===== config.mk =====
export PLATFORM = sky130hd
export DESIGN_NAME = wb_mem_arbiter_flat
export DESIGN_NICKNAME = d
export VERILOG_FILES = /design/src/rtl/wb_mem_arbiter_pkg.sv /design/src/rtl/wb_mem_arbiter_if.sv /design/src/rtl/wb_mem_arbiter_rr_pick.sv /design/src/rtl/wb_mem_arbiter.sv /design/src/flat_wrapper.sv
export SDC_FILE = /design/constraint.sdc
export NUM_CORES = 1
export LEC_CHECK = 0
export ABC_AREA = 0
export ABC_CLOCK_PERIOD_IN_PS = 2900
export CAP_MARGIN = 10
export CORE_AREA = 2 2 114 116
export CTS_CLUSTER_DIAMETER = 200
export DETAILED_ROUTE_END_ITERATION = 10
export DIE_AREA = 0 0 116 118
export GPL_ROUTABILITY_DRIVEN = 0
export PLACE_DENSITY = 0.59
export SYNTH_ARGS = -nofsm -noshare
export SYNTH_HDL_FRONTEND = slang
export SYNTH_SLANG_ARGS = --single-unit
export TNS_END_PERCENT = 1

===== constraint.sdc =====
create_clock -name wb_clk_i -period 2.9 [get_ports wb_clk_i]
set_clock_uncertainty 0.2 [all_clocks]
set_input_delay 0.435 -clock wb_clk_i [delete_from_list [all_inputs] [get_ports wb_clk_i]]
set_output_delay 0.435 -clock wb_clk_i [all_outputs]
set_load 0.03 [all_outputs]

===== src/rtl/wb_mem_arbiter_pkg.sv =====
// Shared types and width helpers for the Wishbone memory-port arbiter.
package wb_arb_pkg;

  typedef enum logic [1:0] {
    ST_IDLE = 2'd0,
    ST_BUSY = 2'd1,
    ST_TOUT = 2'd2
  } arb_state_e;

  function automatic int idx_width(input int n);
    return (n > 1) ? $clog2(n) : 1;
  endfunction

  // Wide enough to hold TIMEOUT_CYC itself, so the counter never wraps.
  function automatic int cnt_width(input int t);
    return $clog2(t + 1);
  endfunction

endpackage


===== src/rtl/wb_mem_arbiter_if.sv =====
// Bundle of the per-master request side and the single shared slave side.
interface wb_mem_arbiter_if #(
  parameter int NUM_MASTERS = 2,
  parameter int ADDR_W      = 32,
  parameter int DATA_W      = 32
);
  localparam int SEL_W = DATA_W / 8;

  logic [NUM_MASTERS-1:0]             m_cyc_i;
  logic [NUM_MASTERS-1:0]             m_stb_i;
  logic [NUM_MASTERS-1:0]             m_we_i;
  logic [NUM_MASTERS-1:0][ADDR_W-1:0] m_adr_i;
  logic [NUM_MASTERS-1:0][DATA_W-1:0] m_dat_i;
  logic [NUM_MASTERS-1:0][SEL_W-1:0]  m_sel_i;
  logic [DATA_W-1:0]                  m_dat_o;
  logic [NUM_MASTERS-1:0]             m_ack_o;
  logic [NUM_MASTERS-1:0]             m_err_o;
  logic [NUM_MASTERS-1:0]             m_rty_o;

  logic                               s_cyc_o;
  logic                               s_stb_o;
  logic                               s_we_o;
  logic [ADDR_W-1:0]                  s_adr_o;
  logic [DATA_W-1:0]                  s_dat_o;
  logic [SEL_W-1:0]                   s_sel_o;
  logic [DATA_W-1:0]                  s_dat_i;
  logic                               s_ack_i;
  logic                               s_err_i;
  logic                               s_rty_i;

  modport arb (
    input  m_cyc_i, m_stb_i, m_we_i, m_adr_i, m_dat_i, m_sel_i,
    input  s_dat_i, s_ack_i, s_err_i, s_rty_i,
    output m_dat_o, m_ack_o, m_err_o, m_rty_o,
    output s_cyc_o, s_stb_o, s_we_o, s_adr_o, s_dat_o, s_sel_o
  );

  modport master (
    output m_cyc_i, m_stb_i, m_we_i, m_adr_i, m_dat_i, m_sel_i,
    input  m_dat_o, m_ack_o, m_err_o, m_rty_o
  );

  modport slave (
    input  s_cyc_o, s_stb_o, s_we_o, s_adr_o, s_dat_o, s_sel_o,
    output s_dat_i, s_ack_i, s_err_i, s_rty_i
  );
endinterface


===== src/rtl/wb_mem_arbiter_rr_pick.sv =====
// Combinational round-robin picker: first request found after the last winner.
module wb_rr_pick
  import wb_arb_pkg::*;
#(
  parameter int NUM_MASTERS = 2,
  parameter int IDX_W       = idx_width(NUM_MASTERS)
) (
  input  logic [NUM_MASTERS-1:0] req,
  input  logic [IDX_W-1:0]       last,
  output logic [NUM_MASTERS-1:0] gnt,
  output logic [IDX_W-1:0]       idx,
  output logic                   any
);

  always_comb begin
    gnt = '0;
    idx = '0;
    any = 1'b0;
    for (int k = 1; k <= NUM_MASTERS; k++) begin
      if (!any && req[(int'(last) + k) % NUM_MASTERS]) begin
        any = 1'b1;
        gnt[(int'(last) + k) % NUM_MASTERS] = 1'b1;
        idx = IDX_W'((int'(last) + k) % NUM_MASTERS);
      end
    end
  end

endmodule


===== src/rtl/wb_mem_arbiter.sv =====
// Round-robin Wishbone B3 arbiter sharing one memory slave port, with a
// watchdog that terminates a hung access with err.
module wb_mem_arbiter
  import wb_arb_pkg::*;
#(
  parameter int NUM_MASTERS = 2,
  parameter int TIMEOUT_CYC = 16,
  parameter int ADDR_W      = 32,
  parameter int DATA_W      = 32
) (
  input  logic                   wb_clk_i,
  input  logic                   wb_rst_n_i,
  wb_mem_arbiter_if.arb          bus,
  output logic [NUM_MASTERS-1:0] gnt_o,
  output logic                   timeout_o
);

  localparam int IDX_W = idx_width(NUM_MASTERS);
  localparam int CNT_W = cnt_width(TIMEOUT_CYC);

  arb_state_e             state_q;
  logic [NUM_MASTERS-1:0] gnt_q;
  logic [IDX_W-1:0]       gidx_q;
  logic [IDX_W-1:0]       last_q;
  logic [CNT_W-1:0]       cnt_q;
  logic                   timeout_q;

  logic [NUM_MASTERS-1:0] pick_gnt;
  logic [IDX_W-1:0]       pick_idx;
  logic                   pick_any;
  logic                   own_cyc;
  logic                   fwd;
  logic                   s_stb;
  logic                   term;
  logic                   tmo_hit;

  wb_rr_pick #(
    .NUM_MASTERS(NUM_MASTERS),
    .IDX_W      (IDX_W)
  ) u_pick (
    .req (bus.m_cyc_i),
    .last(last_q),
    .gnt (pick_gnt),
    .idx (pick_idx),
    .any (pick_any)
  );

  // Forwarding is combinational so the owner's cyc drop reaches the slave at once.
  assign own_cyc = bus.m_cyc_i[gidx_q];
  assign fwd     = (state_q == ST_BUSY) && own_cyc;
  assign s_stb   = fwd && bus.m_stb_i[gidx_q];
  assign term    = bus.s_ack_i || bus.s_err_i || bus.s_rty_i;
  assign tmo_hit = s_stb && !term && (cnt_q == CNT_W'(TIMEOUT_CYC - 1));

  assign bus.s_cyc_o = fwd;
  assign bus.s_stb_o = s_stb;
  assign bus.s_we_o  = fwd && bus.m_we_i[gidx_q];
  assign bus.s_adr_o = bus.m_adr_i[gidx_q];
  assign bus.s_dat_o = bus.m_dat_i[gidx_q];
  assign bus.s_sel_o = bus.m_sel_i[gidx_q];

  assign bus.m_dat_o = bus.s_dat_i;
  assign bus.m_ack_o = gnt_q & {NUM_MASTERS{s_stb && bus.s_ack_i}};
  assign bus.m_err_o = gnt_q & {NUM_MASTERS{(s_stb && bus.s_err_i) || timeout_q}};
  assign bus.m_rty_o = gnt_q & {NUM_MASTERS{s_stb && bus.s_rty_i}};

  assign gnt_o     = gnt_q;
  assign timeout_o = timeout_q;

  always_ff @(posedge wb_clk_i or negedge wb_rst_n_i) begin
    if (!wb_rst_n_i) begin
      state_q   <= ST_IDLE;
      gnt_q     <= '0;
      gidx_q    <= '0;
      last_q    <= IDX_W'(NUM_MASTERS - 1);
      cnt_q     <= '0;
      timeout_q <= 1'b0;
    end else begin
      timeout_q <= 1'b0;
      case (state_q)
        ST_IDLE: begin
          cnt_q <= '0;
          if (pick_any) begin
            state_q <= ST_BUSY;
            gnt_q   <= pick_gnt;
            gidx_q  <= pick_idx;
            last_q  <= pick_idx;
          end
        end
        ST_BUSY: begin
          if (!own_cyc) begin
            state_q <= ST_IDLE;
            gnt_q   <= '0;
            cnt_q   <= '0;
          end else if (tmo_hit) begin
            state_q   <= ST_TOUT;
            timeout_q <= 1'b1;
            cnt_q     <= '0;
          end else if (s_stb && !term) begin
            cnt_q <= cnt_q + 1'b1;
          end else begin
            cnt_q <= '0;
          end
        end
        // Slave side is dead here; wait for the owner to close its cycle.
        ST_TOUT: begin
          cnt_q <= '0;
          if (!own_cyc) begin
            state_q <= ST_IDLE;
            gnt_q   <= '0;
          end
        end
        default: begin
          state_q <= ST_IDLE;
          gnt_q   <= '0;
          cnt_q   <= '0;
        end
      endcase
    end
  end

endmodule

===== src/flat_wrapper.sv =====
// flat-port wrapper written by rule: the top's interface ports become plain ports
module wb_mem_arbiter_flat import wb_arb_pkg::*;
#(
  parameter int NUM_MASTERS = 2,
  parameter int TIMEOUT_CYC = 16,
  parameter int ADDR_W      = 32,
  parameter int DATA_W      = 32
)
  (wb_clk_i, wb_rst_n_i, gnt_o, timeout_o, bus_m_cyc_i, bus_m_stb_i, bus_m_we_i, bus_m_adr_i, bus_m_dat_i, bus_m_sel_i, bus_s_dat_i, bus_s_ack_i, bus_s_err_i, bus_s_rty_i, bus_m_dat_o, bus_m_ack_o, bus_m_err_o, bus_m_rty_o, bus_s_cyc_o, bus_s_stb_o, bus_s_we_o, bus_s_adr_o, bus_s_dat_o, bus_s_sel_o);
  wb_mem_arbiter_if #(.NUM_MASTERS(NUM_MASTERS), .ADDR_W(ADDR_W), .DATA_W(DATA_W)) bus_i ();
  input  logic wb_clk_i;
  input  logic wb_rst_n_i;
  output logic [NUM_MASTERS-1:0] gnt_o;
  output logic timeout_o;
  input wire logic [$bits(bus_i.m_cyc_i)-1:0] bus_m_cyc_i;
  input wire logic [$bits(bus_i.m_stb_i)-1:0] bus_m_stb_i;
  input wire logic [$bits(bus_i.m_we_i)-1:0] bus_m_we_i;
  input wire logic [$bits(bus_i.m_adr_i)-1:0] bus_m_adr_i;
  input wire logic [$bits(bus_i.m_dat_i)-1:0] bus_m_dat_i;
  input wire logic [$bits(bus_i.m_sel_i)-1:0] bus_m_sel_i;
  input wire logic [$bits(bus_i.s_dat_i)-1:0] bus_s_dat_i;
  input wire logic [$bits(bus_i.s_ack_i)-1:0] bus_s_ack_i;
  input wire logic [$bits(bus_i.s_err_i)-1:0] bus_s_err_i;
  input wire logic [$bits(bus_i.s_rty_i)-1:0] bus_s_rty_i;
  output wire logic [$bits(bus_i.m_dat_o)-1:0] bus_m_dat_o;
  output wire logic [$bits(bus_i.m_ack_o)-1:0] bus_m_ack_o;
  output wire logic [$bits(bus_i.m_err_o)-1:0] bus_m_err_o;
  output wire logic [$bits(bus_i.m_rty_o)-1:0] bus_m_rty_o;
  output wire logic [$bits(bus_i.s_cyc_o)-1:0] bus_s_cyc_o;
  output wire logic [$bits(bus_i.s_stb_o)-1:0] bus_s_stb_o;
  output wire logic [$bits(bus_i.s_we_o)-1:0] bus_s_we_o;
  output wire logic [$bits(bus_i.s_adr_o)-1:0] bus_s_adr_o;
  output wire logic [$bits(bus_i.s_dat_o)-1:0] bus_s_dat_o;
  output wire logic [$bits(bus_i.s_sel_o)-1:0] bus_s_sel_o;
  assign bus_i.m_cyc_i = bus_m_cyc_i;
  assign bus_i.m_stb_i = bus_m_stb_i;
  assign bus_i.m_we_i = bus_m_we_i;
  assign bus_i.m_adr_i = bus_m_adr_i;
  assign bus_i.m_dat_i = bus_m_dat_i;
  assign bus_i.m_sel_i = bus_m_sel_i;
  assign bus_i.s_dat_i = bus_s_dat_i;
  assign bus_i.s_ack_i = bus_s_ack_i;
  assign bus_i.s_err_i = bus_s_err_i;
  assign bus_i.s_rty_i = bus_s_rty_i;
  assign bus_m_dat_o = bus_i.m_dat_o;
  assign bus_m_ack_o = bus_i.m_ack_o;
  assign bus_m_err_o = bus_i.m_err_o;
  assign bus_m_rty_o = bus_i.m_rty_o;
  assign bus_s_cyc_o = bus_i.s_cyc_o;
  assign bus_s_stb_o = bus_i.s_stb_o;
  assign bus_s_we_o = bus_i.s_we_o;
  assign bus_s_adr_o = bus_i.s_adr_o;
  assign bus_s_dat_o = bus_i.s_dat_o;
  assign bus_s_sel_o = bus_i.s_sel_o;
  wb_mem_arbiter #(.NUM_MASTERS(NUM_MASTERS), .TIMEOUT_CYC(TIMEOUT_CYC), .ADDR_W(ADDR_W), .DATA_W(DATA_W)) u_core (.wb_clk_i(wb_clk_i), .wb_rst_n_i(wb_rst_n_i), .bus(bus_i), .gnt_o(gnt_o), .timeout_o(timeout_o));
endmodule

After elaboration in Yosys (flattened, before gate mapping)
Cells that the tools add are included.
{ "op_classes": {"addsub": 3, "n_mul": 0, "div_mod_pow": 0, "order_cmp": 5, "eq_ne": 7, "n_shift": 0, "muxes": 42, "n_bitwise": 6, "reduce_logical": 21} }
{ "op_table": {"columns": ["operator", "count"], "rows": [
  ["two-way mux 32 bit", 4],
  ["two-way mux 1 bit", 21],
  ["two-way mux 5 bit", 4],
  ["two-way mux 2 bit", 7],
  ["logical AND 1 bit", 11],
  ["two-way mux 4 bit", 2],
  ["bitwise AND 2 bit", 3],
  ["< comparator 2 x 3 -> 1 bit (second input constant)", 2],
  ["case mux 2 bit (3 select lines)", 1],
  ["adder 5 x 1 -> 5 bit (second input constant)", 1],
  ["== test 5 x 4 -> 1 bit (second input constant)", 1],
  ["greater-or-equal comparator 2 x 1 -> 1 bit (second input constant)", 2],
  ["!= test 2 bit (second input constant)", 2],
  ["case mux 2 bit (2 select lines)", 1],
  ["AND reduction 2 bit", 2],
  ["logical OR 1 bit", 3],
  ["!= test 3 bit (second input constant)", 1],
  ["AND reduction 3 bit", 1],
  ["adder 1 bit (second input constant)", 2],
  ["bitwise AND 1 bit (first input constant)", 2],
  ["demux 1 bit (select 1 bit)", 2],
  ["== test 2 x 1 -> 1 bit (second input constant)", 1],
  ["== test 2 bit (second input constant)", 1],
  ["logical NOT 1 bit", 2],
  ["5 further kinds", 5]
]} }
{ "word_totals": {"reg_bits": 12, "latch_bits": 0, "ram_bits": 0, "romBits": 0, "inputBits": 179, "out_inout_bits": 112, "mem_count": 0} }

Depth between registers and ports, before layout
{ "logic_depth": {"depth_word": 11, "depth_mapped": 7} }

Modules after synthesis
A second synthesis with hierarchy kept.
{ "unflattened": {"hier_cells": 183, "hier_area_um2": 1793.0} }
{ "by_module_without_submodules": {"columns": ["mod", "n_inst", "cells_each", "area_each_um2", "seq_area_each_um2"], "rows": [
  ["wb_mem_arbiter", 1, 178, 1760.4, 301.5],
  ["wb_rr_pick", 1, 5, 32.5, 0.0]
]} }

Worst setup path before layout
Ideal clock, no wire load.
{ "synth_path": {"path_kind": "register to output", "start": "reg u_core.state_q[1]", "end": "out bus_m_err_o[0]", "arrival_time_ps": 1744, "t_required_ps": 2265, "slack_ps": 521, "stages_incl_launch_ff": 7, "path_buffers": 0, "path_cell_list": "dfrtp_1 -> inv_1 -> ha_1 -> nand4b_1 -> nand2_1 -> a21oi_1 -> nor2b_1"} }
{ "synth_between": {"elab_chain_len": 6} }
{ "synth_lines": {"columns": ["element", "line", "source"], "rows": [
  ["start: declaration", "wb_mem_arbiter.sv:21", "arb_state_e state_q;"],
  ["start signal: assignment", "wb_mem_arbiter.sv:72", "state_q <= ST_IDLE;"],
  ["start signal: assignment", "wb_mem_arbiter.sv:84", "state_q <= ST_BUSY;"],
  ["start signal: assignment", "wb_mem_arbiter.sv:92", "state_q <= ST_IDLE;"],
  ["== test 2 x 1 -> 1 bit", "wb_mem_arbiter.sv:50", "assign fwd = (state_q == ST_BUSY) && own_cyc;"],
  ["logical AND 1 bit", "wb_mem_arbiter.sv:50", null],
  ["logical AND 1 bit", "wb_mem_arbiter.sv:51", "assign s_stb = fwd && bus.m_stb_i[gidx_q];"],
  ["named net bus_s_stb_o", "flat_wrapper.sv:30", "output wire logic [$bits(bus_i.s_stb_o)-1:0] bus_s_stb_o;"],
  ["logical AND 1 bit", "wb_mem_arbiter.sv:64", "assign bus.m_err_o = gnt_q & {NUM_MASTERS{(s_stb && bus.s_err_i) || timeout_q}};"],
  ["logical OR 1 bit", "wb_mem_arbiter.sv:64", null],
  ["bitwise AND 2 bit", "wb_mem_arbiter.sv:64", null],
  ["end: declaration", "flat_wrapper.sv:27", "output wire logic [$bits(bus_i.m_err_o)-1:0] bus_m_err_o;"]
]} }
The timed path passes the listed nets, and every way through them passes these cells.

Final worst setup path
{ "layout_path": {"start": "in bus_m_cyc_i[1]", "end": "out bus_s_cyc_o"} }
{ "layout_between": {"elab_chain_len": 3} }
{ "layout_lines": {"columns": ["element", "line", "source"], "rows": [
  ["start: declaration", "flat_wrapper.sv:15", "input wire logic [$bits(bus_i.m_cyc_i)-1:0] bus_m_cyc_i;"],
  ["two-way mux 1 bit (implied by the code) (2 in series)", "wb_mem_arbiter.sv:49", "assign own_cyc = bus.m_cyc_i[gidx_q];"],
  ["logical AND 1 bit", "wb_mem_arbiter.sv:50", null],
  ["end: declaration", "flat_wrapper.sv:29", "output wire logic [$bits(bus_i.s_cyc_o)-1:0] bus_s_cyc_o;"]
]} }
Every way passes these cells. The select of a mux whose other input is x is not followed.

==> results.txt <==
The startpoint identified for the worst hold timing path is u_core.cnt_q[0]. Static timing analysis puts the maximum clock frequency at 0.377 GHz. The root buffer cell chosen for the clock tree is clkbuf_16. The smallest clock period supported by the final layout is computed as 2650 ps.

Across all register-to-register paths, the minimum setup slack is 670 ps. Violation count after the first detailed-route iteration: 61. The category of the critical setup timing path is in -> out.

The tool flagged a number of max-cap violations equal to 0. Pin placement for this block handled 291 I/O pins. Excluding fillers, the count of instances in the completed layout stands at 545.

TritonCTS built the clock tree. The cell family contributing the most delay on the critical path is buffers and inverters. The run finished with clean final reports. The layout has 1264 filler cells. Counting flops with a built-in enable in the synthesized netlist gives 0. The synthesized instance count was 179.

The remaining max-slew budget at the tightest pin is 0.620. The area used by sequential logic in the layout is 303 µm², and the leakage power is 1.58 nW. The die covers 0.0137 mm². Number of nets produced by synthesis: 363.

After synthesis, the mean cell area works out to 9.85 µm². The count of clock tree sinks came out at 12. Traced cell by cell, the critical path runs through clkdlybuf4s50_1 -> mux2_4 -> nand2_1 -> inv_1 -> clkdlybuf4s50_1.

Compared with the post-synthesis result, the final layout area differs by 131%. For the worst-skew pair, the clock arrives at the later sink with an insertion delay of 240 ps. At the worst endpoint, the arrival time is 2020 ps.

The routed layout has 2122 vias. Once detail routing completed, the nets flagged for antenna violations numbered 0. Setup repair after global routing left no endpoint under its margin. At the worst endpoint, the required time is 2270 ps.

The cell area that synthesis handed to floorplanning was 0.00176 mm². The pin slew with the least headroom to its limit is 568 ps, and the largest incremental delay on the critical path is 680 ps. On the critical path, the stage with the largest delay is an instance of clkdlybuf4s50_1. After detailed routing, the total wire length is 9710 µm.

In the final design database the tool counted 558 nets. The floorplan has 41 rows. Total number of yosys warnings: 0. The final instance area is 0.00408 mm², and the fraction of final layout cells with drive strength greater than 1 is 0.252. For the half-perimeter wire length after detailed placement, the log shows 8410 µm. The worst hold path terminates at u_core.cnt_q[0]. The startpoint type of the worst setup path was a primary input. The total buffers and inverters traversed by the critical path is 3, and the number of buffer cells added on primary ports is 226.

The tools report the total overflow reported by the global router as 0. Horizontal die dimension: 116 µm. Including well taps, the total number of placed cells is 541. After detailed placement, the total cell area comes to 0.00400 mm². The final antenna diode count was 0; the post-detailed-route DRC marker count was 0. The maximum fanout count along the critical path came out at 4. The footprint of the multi-input gates was 0.00116 mm²; the count of pins over their slew limit was 0. First-pass GRT wire length: 13500 µm. The number of cells on the worst hold path came out at 1. Number of buffers between clock root and the deepest sink: 2. The run gives 0 as the initial antenna violation count.

After routing, the total negative slack on setup checks comes to 0 ps. The critical path endpoint category was a primary output. IR analysis of the VDD net gives a maximum drop of 0.000265 V.

Setup violations remaining at the end of the flow were counted as 0. The number of buffers inserted by hold repair at cts came out at 0. For the total power of the final layout, the log shows 3.00 mW. The share of flip-flops with an asynchronous set or reset was 1.00.

The worst register-to-register path begins at u_core.cnt_q[0]. The part of the cycle the worst path needs is 0.914. The number of gates given a new drive strength after cts came out at 0.

Starting density of the core: 0.142. The register area share after synthesis was 0.171. Chip height: 118 µm. The length of the first detailed-routing pass in iterations was 4.

The worst hold path belongs to the class reg -> reg. The per-cell via count in the routed design is 3.89. After floorplanning, the core was sized to cover 0.0124 mm².

The total of flip-flops plus latches after synthesis was 12. For this run, the leading register cell type out of synthesis is dfrtp_1. The logs give 1 for the number of levels the H-tree was split into and 0 for the number of endpoints with negative hold slack in the final report. The total power divided by cell area works out to 735 mW/mm².

The largest net degree at the start of global routing came out at 48. Dividing the detail-routed wire length by the instance count gives 17.8 µm. The combined global-route utilization of all metal layers was 0.130. Counting the buffers created by CTS gives 3.

For the worst flop-to-flop path, the logic depth is 7. For the number of global-route vias before repair, the log shows 2264. In this run, distinct cell masters in the synthesized netlist total 30. After clock tree synthesis, the clock-pin slew on the worst setup and hold paths is 40 ps. The endpoint identified for the worst register-to-register timing path is u_core.state_q[0]. Post-CTS timing repair inserted 0 buffers for setup. The most numerous cell type found on the critical path is clkdlybuf4s50_1.
[layout by cell type (no fill, tap or decap), types with 3 or more instances in the layout]
| master | netlist | routed |
|---|---|---|
| nand2_1 | 5 | 5 |
| clkdlybuf4s50_1 | 0 | 219 |
| a21oi_1 | 6 | 6 |
| nor2_1 | 7 | 7 |
| and3_1 | 4 | 4 |
| ha_1 | 5 | 5 |
| inv_1 | 5 | 5 |
| clkbuf_16 | 0 | 3 |
| dfrtp_1 | 11 | 10 |
| buf_4 | 32 | 12 |
| mux2_2 | 68 | 68 |
[state kept, by name, summed over array words and instances, names as in the netlist]
name,count
u_core.state_q,2
u_core.gidx_q,1
u_core.last_q,1
u_core.gnt_o,2
u_core.timeout_o,1
u_core.cnt_q,5
[where the power goes]
group | internal [mW] | switching (mW)
clock | 0.185 | 0.0672
combinational | 1.20 | 1.31
sequential | 0.209 | 0.0353
total | 1.59 | 1.41
[synth_stat cells, types with 2 or more instances]
cell / count / area share
a21oi_1: 6 / 0.017
a31oi_1: 2 / 0.0071
a32o_1: 2 / 0.011
and3_1: 4 / 0.014
and3_2: 2 / 0.0085
buf_1: 6 / 0.013
buf_2: 4 / 0.011
buf_4: 32 / 0.14
dfrtp_1: 11 / 0.16
ha_1: 5 / 0.035
inv_1: 5 / 0.011
mux2_2: 68 / 0.43
mux2_4: 2 / 0.017
mux2i_1: 2 / 0.011
nand2_1: 5 / 0.011
nand2b_1: 2 / 0.0071
nor2_1: 7 / 0.015
nor2b_1: 2 / 0.0071
[kinds of logic (layout without fill, tap and decap cells)]
group | count (synthesis) | in the layout | share of synthesized area
buffers and inverters | 47 | 241 | 0.171
AND/OR/NAND/NOR | 27 | 27 | 0.0852
multiplexers | 72 | 72 | 0.463
XOR/XNOR | 2 | 2 | 0.00994
AO/OA/AOI/OAI | 14 | 14 | 0.0646
adder cells (fa/ha/maj) | 5 | 5 | 0.0355
flip-flops | 12 | 12 | 0.171
[through the flow]
step / setup WS, ps / hold WS [ps] / utilization
finish: 249 / 277 / 0.328
global route: 192 / 315 / 0.328
CTS: 241 / 279 / 0.328
detailed placement: 265 / 273 / 0.322
global placement: 264 / 247 / 0.322
floorplan: 521 / -60.6 / -
[cell type report]
cell class | instances | share of cell area
Timing Repair Buffer | 232 | 0.565
Multi-Input combinational cell | 120 | 0.284
Tap cell | 172 | 0.0528
Clock buffer | 4 | 0.0193
Sequential cell | 12 | 0.0743
Inverter | 5 | 0.00460
[worst register-to-register path, cell delays in order (launching register included)]
cell and delay, ps:
dfrtp_1 380, ha_1 200, and3_1 170, ha_1 160
or4b_4 470, a21oi_4 160, o21ai_2 70, mux2_4 300
[routing by layer]
layer  routed length, µm  global-route usage  vias up
met3                 880              0.0211        4
met4                  19              0.0126        0
met5                   0                   0        -
met2                4720               0.238      133
li1                    -                   -      997
met1                4090               0.163      988
[how the worst max path moves through the flow]
stage	startpoint	endpoint	slack, ps	depth (start not counted)
after detailed placement	bus_m_cyc_i[1]	bus_s_cyc_o	270	5
after global routing	u_core.gidx_q	bus_s_cyc_o	190	5
after CTS	u_core.gidx_q	bus_s_cyc_o	240	5
after global placement	bus_m_cyc_i[1]	bus_s_cyc_o	260	5
after floorplan	u_core.state_q[1]	bus_m_err_o[0]	520	6
final	bus_m_cyc_i[1]	bus_s_cyc_o	250	5
Note: power is estimated with default switching activity, not from simulation.
